<file path="config.mk">
export PLATFORM = sky130hd
export DESIGN_NAME = wb_host_bridge
export DESIGN_NICKNAME = d
export VERILOG_FILES = /design/src/rtl/wb_host_bridge.sv
export SDC_FILE = /design/constraint.sdc
export NUM_CORES = 1
export LEC_CHECK = 0
export BUFFER_PORTS_ARGS = -buffer_cell sky130_fd_sc_hd__buf_2
export CAP_MARGIN = 20
export CORE_ASPECT_RATIO = 0.5
export CORE_MARGIN = 1
export CORE_UTILIZATION = 47
export CTS_BUF_LIST = sky130_fd_sc_hd__clkbuf_2
export DETAILED_ROUTE_END_ITERATION = 12
export GPL_ROUTABILITY_DRIVEN = 0
export PLACE_DENSITY = 0.87
export SYNTH_ARGS = -nofsm -noshare
export SYNTH_HDL_FRONTEND = slang
export SYNTH_SLANG_ARGS = --single-unit
</file>
<file path="constraint.sdc">
create_clock -name wb_clk_i -period 1.8 [get_ports wb_clk_i]
set_input_delay 0.27 -clock wb_clk_i [delete_from_list [all_inputs] [get_ports wb_clk_i]]
set_output_delay 0.27 -clock wb_clk_i [all_outputs]
set_load 0.01 [all_outputs]
</file>
<file path="src/rtl/wb_host_bridge.sv">
// rtl/wb_host_bridge.sv - Wishbone classic single-transfer initiator
// with a valid/ready command port and a valid/ready response port.
module wb_host_bridge #(
    parameter int ADR_W   = 32,
    parameter int DAT_W   = 32,
    parameter int TIMEOUT = 255
) (
    input  logic               wb_clk_i,
    input  logic               wb_rstn_i,
    input  logic               cmd_valid_i,
    output logic               cmd_ready_o,
    input  logic               cmd_we_i,
    input  logic [ADR_W-1:0]   cmd_adr_i,
    input  logic [DAT_W-1:0]   cmd_dat_i,
    input  logic [DAT_W/8-1:0] cmd_sel_i,
    output logic               rsp_valid_o,
    input  logic               rsp_ready_i,
    output logic [DAT_W-1:0]   rsp_dat_o,
    output logic               rsp_err_o,
    output logic               wbm_cyc_o,
    output logic               wbm_stb_o,
    output logic               wbm_we_o,
    output logic [DAT_W/8-1:0] wbm_sel_o,
    output logic [ADR_W-1:0]   wbm_adr_o,
    output logic [DAT_W-1:0]   wbm_dat_o,
    input  logic               wbm_ack_i,
    input  logic [DAT_W-1:0]   wbm_dat_i
);
    localparam int SEL_W = DAT_W / 8;
    localparam int CNT_W = (TIMEOUT < 1) ? 1 : $clog2(TIMEOUT + 1);
    localparam logic [CNT_W-1:0] TO_LAST = CNT_W'((TIMEOUT == 0) ? 0 : TIMEOUT - 1);

    typedef enum logic [1:0] {ST_IDLE, ST_BUS, ST_RESP} state_t;

    state_t             state_q, state_d;
    logic               cyc_q, cyc_d;
    logic               stb_q, stb_d;
    logic               we_q, we_d;
    logic [SEL_W-1:0]   sel_q, sel_d;
    logic [ADR_W-1:0]   adr_q, adr_d;
    logic [DAT_W-1:0]   dat_q, dat_d;
    logic               rsp_valid_q, rsp_valid_d;
    logic [DAT_W-1:0]   rsp_dat_q, rsp_dat_d;
    logic               rsp_err_q, rsp_err_d;
    logic [CNT_W-1:0]   cnt_q, cnt_d;
    logic               timeout_hit;

    // Counter holds the number of completed BUS cycles, so TO_LAST ends the strobe after TIMEOUT cycles.
    assign timeout_hit = (TIMEOUT != 0) && (cnt_q == TO_LAST);

    always_comb begin
        state_d     = state_q;
        cyc_d       = cyc_q;
        stb_d       = stb_q;
        we_d        = we_q;
        sel_d       = sel_q;
        adr_d       = adr_q;
        dat_d       = dat_q;
        rsp_valid_d = rsp_valid_q;
        rsp_dat_d   = rsp_dat_q;
        rsp_err_d   = rsp_err_q;
        cnt_d       = cnt_q;
        case (state_q)
            ST_IDLE: begin
                if (cmd_valid_i) begin
                    we_d    = cmd_we_i;
                    adr_d   = cmd_adr_i;
                    dat_d   = cmd_dat_i;
                    sel_d   = cmd_sel_i;
                    cyc_d   = 1'b1;
                    stb_d   = 1'b1;
                    cnt_d   = '0;
                    state_d = ST_BUS;
                end
            end
            ST_BUS: begin
                cnt_d = (cnt_q == {CNT_W{1'b1}}) ? cnt_q : cnt_q + CNT_W'(1);
                if (wbm_ack_i) begin
                    cyc_d       = 1'b0;
                    stb_d       = 1'b0;
                    rsp_dat_d   = we_q ? '0 : wbm_dat_i;
                    rsp_err_d   = 1'b0;
                    rsp_valid_d = 1'b1;
                    state_d     = ST_RESP;
                end else if (timeout_hit) begin
                    cyc_d       = 1'b0;
                    stb_d       = 1'b0;
                    rsp_dat_d   = '0;
                    rsp_err_d   = 1'b1;
                    rsp_valid_d = 1'b1;
                    state_d     = ST_RESP;
                end
            end
            ST_RESP: begin
                if (rsp_ready_i) begin
                    rsp_valid_d = 1'b0;
                    state_d     = ST_IDLE;
                end
            end
            default: state_d = ST_IDLE;
        endcase
    end

    always_ff @(posedge wb_clk_i or negedge wb_rstn_i) begin
        if (!wb_rstn_i) begin
            state_q     <= ST_IDLE;
            cyc_q       <= 1'b0;
            stb_q       <= 1'b0;
            we_q        <= 1'b0;
            sel_q       <= '0;
            adr_q       <= '0;
            dat_q       <= '0;
            rsp_valid_q <= 1'b0;
            rsp_dat_q   <= '0;
            rsp_err_q   <= 1'b0;
            cnt_q       <= '0;
        end else begin
            state_q     <= state_d;
            cyc_q       <= cyc_d;
            stb_q       <= stb_d;
            we_q        <= we_d;
            sel_q       <= sel_d;
            adr_q       <= adr_d;
            dat_q       <= dat_d;
            rsp_valid_q <= rsp_valid_d;
            rsp_dat_q   <= rsp_dat_d;
            rsp_err_q   <= rsp_err_d;
            cnt_q       <= cnt_d;
        end
    end

    assign cmd_ready_o = (state_q == ST_IDLE);
    assign rsp_valid_o = rsp_valid_q;
    assign rsp_dat_o   = rsp_dat_q;
    assign rsp_err_o   = rsp_err_q;
    assign wbm_cyc_o   = cyc_q;
    assign wbm_stb_o   = stb_q;
    assign wbm_we_o    = we_q;
    assign wbm_sel_o   = sel_q;
    assign wbm_adr_o   = adr_q;
    assign wbm_dat_o   = dat_q;
endmodule

</file>
==> impl_metrics.toml <==
[synthesis]
synth_largest_area_cell = "dfrtp_1"
muxShareOfSynthArea = 0.004282
synthTopCellsByArea = "dfrtp_1 (61%), nand2_1 (23%), a22oi_1 (5.0%), buf_2 (1.9%), buf_6 (1.2%)"
synth_top_family_by_area = "simple AND/OR/NAND/NOR gates"
yosys.area_share.adder = 0.005352
syn_nets = 613
yosysMostFrequentCell = "nand2_1"
yosys-top-cells-count = "nand2_1 (283), dfrtp_1 (114), a22oi_1 (31)"
async_flop_share = 1.000
ys.warnings.count = 0
synth_compound_area_frac = 0.08509
netlist.area_leader.share = 0.6101
synth_cells = 505
syn_area_per_cell_um2 = 9.259
synth_ff_type = "dfrtp_1"
synth_edf_count = 0
synthXorXnorAreaFrac = 0
synth-simple-area-share = 0.2558
ys_seq_area_frac = 0.6101
ys_seq_elements = 114
ys_types = 35
synthesis.area_um2 = 4676

[floorplan]
row_count = 25
die_h_um = 72.53
ios = 212
start_util = 0.4901
die-area_um2 = 10380
fp.coreArea_um2 = 9540
die_w_um = 143.1

[clock_network]
cts-htree-levels = 4
cts_setup_buffers = 0
clkLatencyLatePin_ns = 0.65
clk_pin_slew_ns = 0.19
clock_sinks = 114
cts_buffers = 17
cts_max_path_buffers = 2
cts_tree = "built"
root_buffer = "clkbuf_2"

[detailed_routing]
ant_nets = 0
dr.pass1.iters = 5
totalWireLength_mm = 14.79
remaining_drc_errors = 0
vias = 4883
wl_per_cell_um = 15.23
initialDrtViolationCount = 377
vias_per_cell = 5.029

[timing]
postLayoutSetupSlackWorst_ns = 0.06914
finalCritPeriodShare = 0.9616
hold_viol_final = 0
maxSlewViolCount = 0
period_minus_slack_ns = 1.731
fin_skew_ns = 0.03682
max_slew.worst_pin.slew_ns = 0.5912
slew_headroom = 0.6041
hold_ws_ns = 0.05795
max_clock_freq_mhz = 577.7
setup-violations-final = 0

[grt]
overflow = 0
met1_usage = 0.3295
grtUsageMet2 = 0.5214
met3_usage = 0.06799
top_usage_layer = "met2"
grt_use_total = 0.2929
grt_max_degree = 43
antenna_found_initial = 0
grt_pass1_vias = 4837
grt_pass1_wl_mm = 23.00

[finish]
fin_util = 0.7582
diodes = 0
fin_nets = 931
drive_above_1_share = 0.3146
area_growth_pct = 54.70
fin_area_um2 = 7233

[placed_design]
place_ws_ns = 0.3198
portBuffers = 211
placed_cell_area_um2 = 5889
post-dp-hpwl_mm = 8.160

[setup_path]
critPathArrivalTime_ns = 1.46
crit_family = "flip-flops"
crit_fanout = 5
start_kind = "register"
slowest_stage = "dfrtp_1"
path_class = "register to output pin"
slowest_delay_ns = 0.47
crit_buf_inv = 1
crit_chain = "nor2_2 > buf_2"
crit_required_ns = 1.53
cp-end-kind = "output pin"

[power]
vdd_drop_max_v = 0.0007193
power.total_mw = 11.37
powerDensity_nw_per_um2 = 1572
power_leakage_nw = 3.896

[status]
status = "finished clean"

[run]
maxCapViolations = 0

[worst_hold_path]
hp-class = "input port to asynchronous set/reset pin"
[logic make-up (layout without fill, tap and decap cells)]
group,Yosys count,in the layout
AOI/OAI and AO/OA,54,54
adders and majority gates,2,2
buffers and inverters,32,363
DFF,114,114
muxes,2,2
and+or+nand+nor,301,301
[where the power goes]
group	switching, mW	internal [mW]
Sequential	0.795	3.72
Clock	1.04	1.04
Combinational	2.78	2.00
Total	4.61	6.76
[timing repair]
item                                   in CTS  in global routing
setup endpoints to repair                   0                  1
hold buffers                              104                  0
resized for setup                           0                  1
endpoints found under the hold margin     217                  0
[layer usage]
layer  up-vias  wire length, um
met4         0              622
met2       247             7465
met5         -                0
met3        69              827
met1      2311             5871
li1       2256                -
[layout by cell type, fill, tap and decap left out, drive strengths merged, types with 4 or more instances in the layout]
cell type | Yosys | final
a22oi | 31 | 31
bufinv | 0 | 5
buf | 24 | 225
o21ai | 7 | 7
clkinv | 0 | 7
dfrtp | 114 | 114
nand2 | 283 | 283
dlygate4sd3 | 0 | 104
clkbuf | 6 | 17
a21oi | 4 | 4
[registers in the layout, summed over array words and instances, names as in the netlist, 2 cells and up]
register and flops:
wbm_adr_o 32, rsp_dat_o 32, wbm_sel_o 4, cnt_q 8, wbm_dat_o 32, state_q 2
[worst register-to-register path, cell delays in order (launching register included)]
cell and delay [ns]:
dfrtp_1 0.47, nand2b_1 0.24, nor3b_4 0.22, buf_4 0.35, a22oi_1 0.14, nand2_1 0.10
[area by class of cell]
type                    instances  area [um^2]
flip-flops and latches        114         2853
fillers                       630         2307
repair buffers                329         2255
multi-input cells             359         1649
clock inverters                15        215.2
well taps                     135        168.9
clock buffers                  17        85.08
inverters                       2        7.507
[final timing paths]
check	from	endpoint	slack, ns	depth (start not counted)
min	wb_rstn_i	wbm_dat_o[5]	0.06	2
max reg2reg	state_q[1]	rsp_dat_o[6]	0.21	5
min in group wb_clk_i	cmd_valid_i	state_q[0]	0.19	4
max	state_q[1]	cmd_ready_o	0.07	2
min reg2reg	wbm_dat_o[13]	wbm_dat_o[13]	0.49	2
max in group asynchronous	wb_rstn_i	wbm_adr_o[30]	1.16	3
[metrics by stage]
stage | setup TNS, ns | instances
6_report | 0 | 971
3_3_place_gp | 0 | 835
2_1_floorplan | 0 | 505
3_5_place_dp | 0 | 835
5_1_grt | -0.04167 | 971
4_1_cts | 0 | 971
Note: power is estimated with default switching activity, not from simulation.
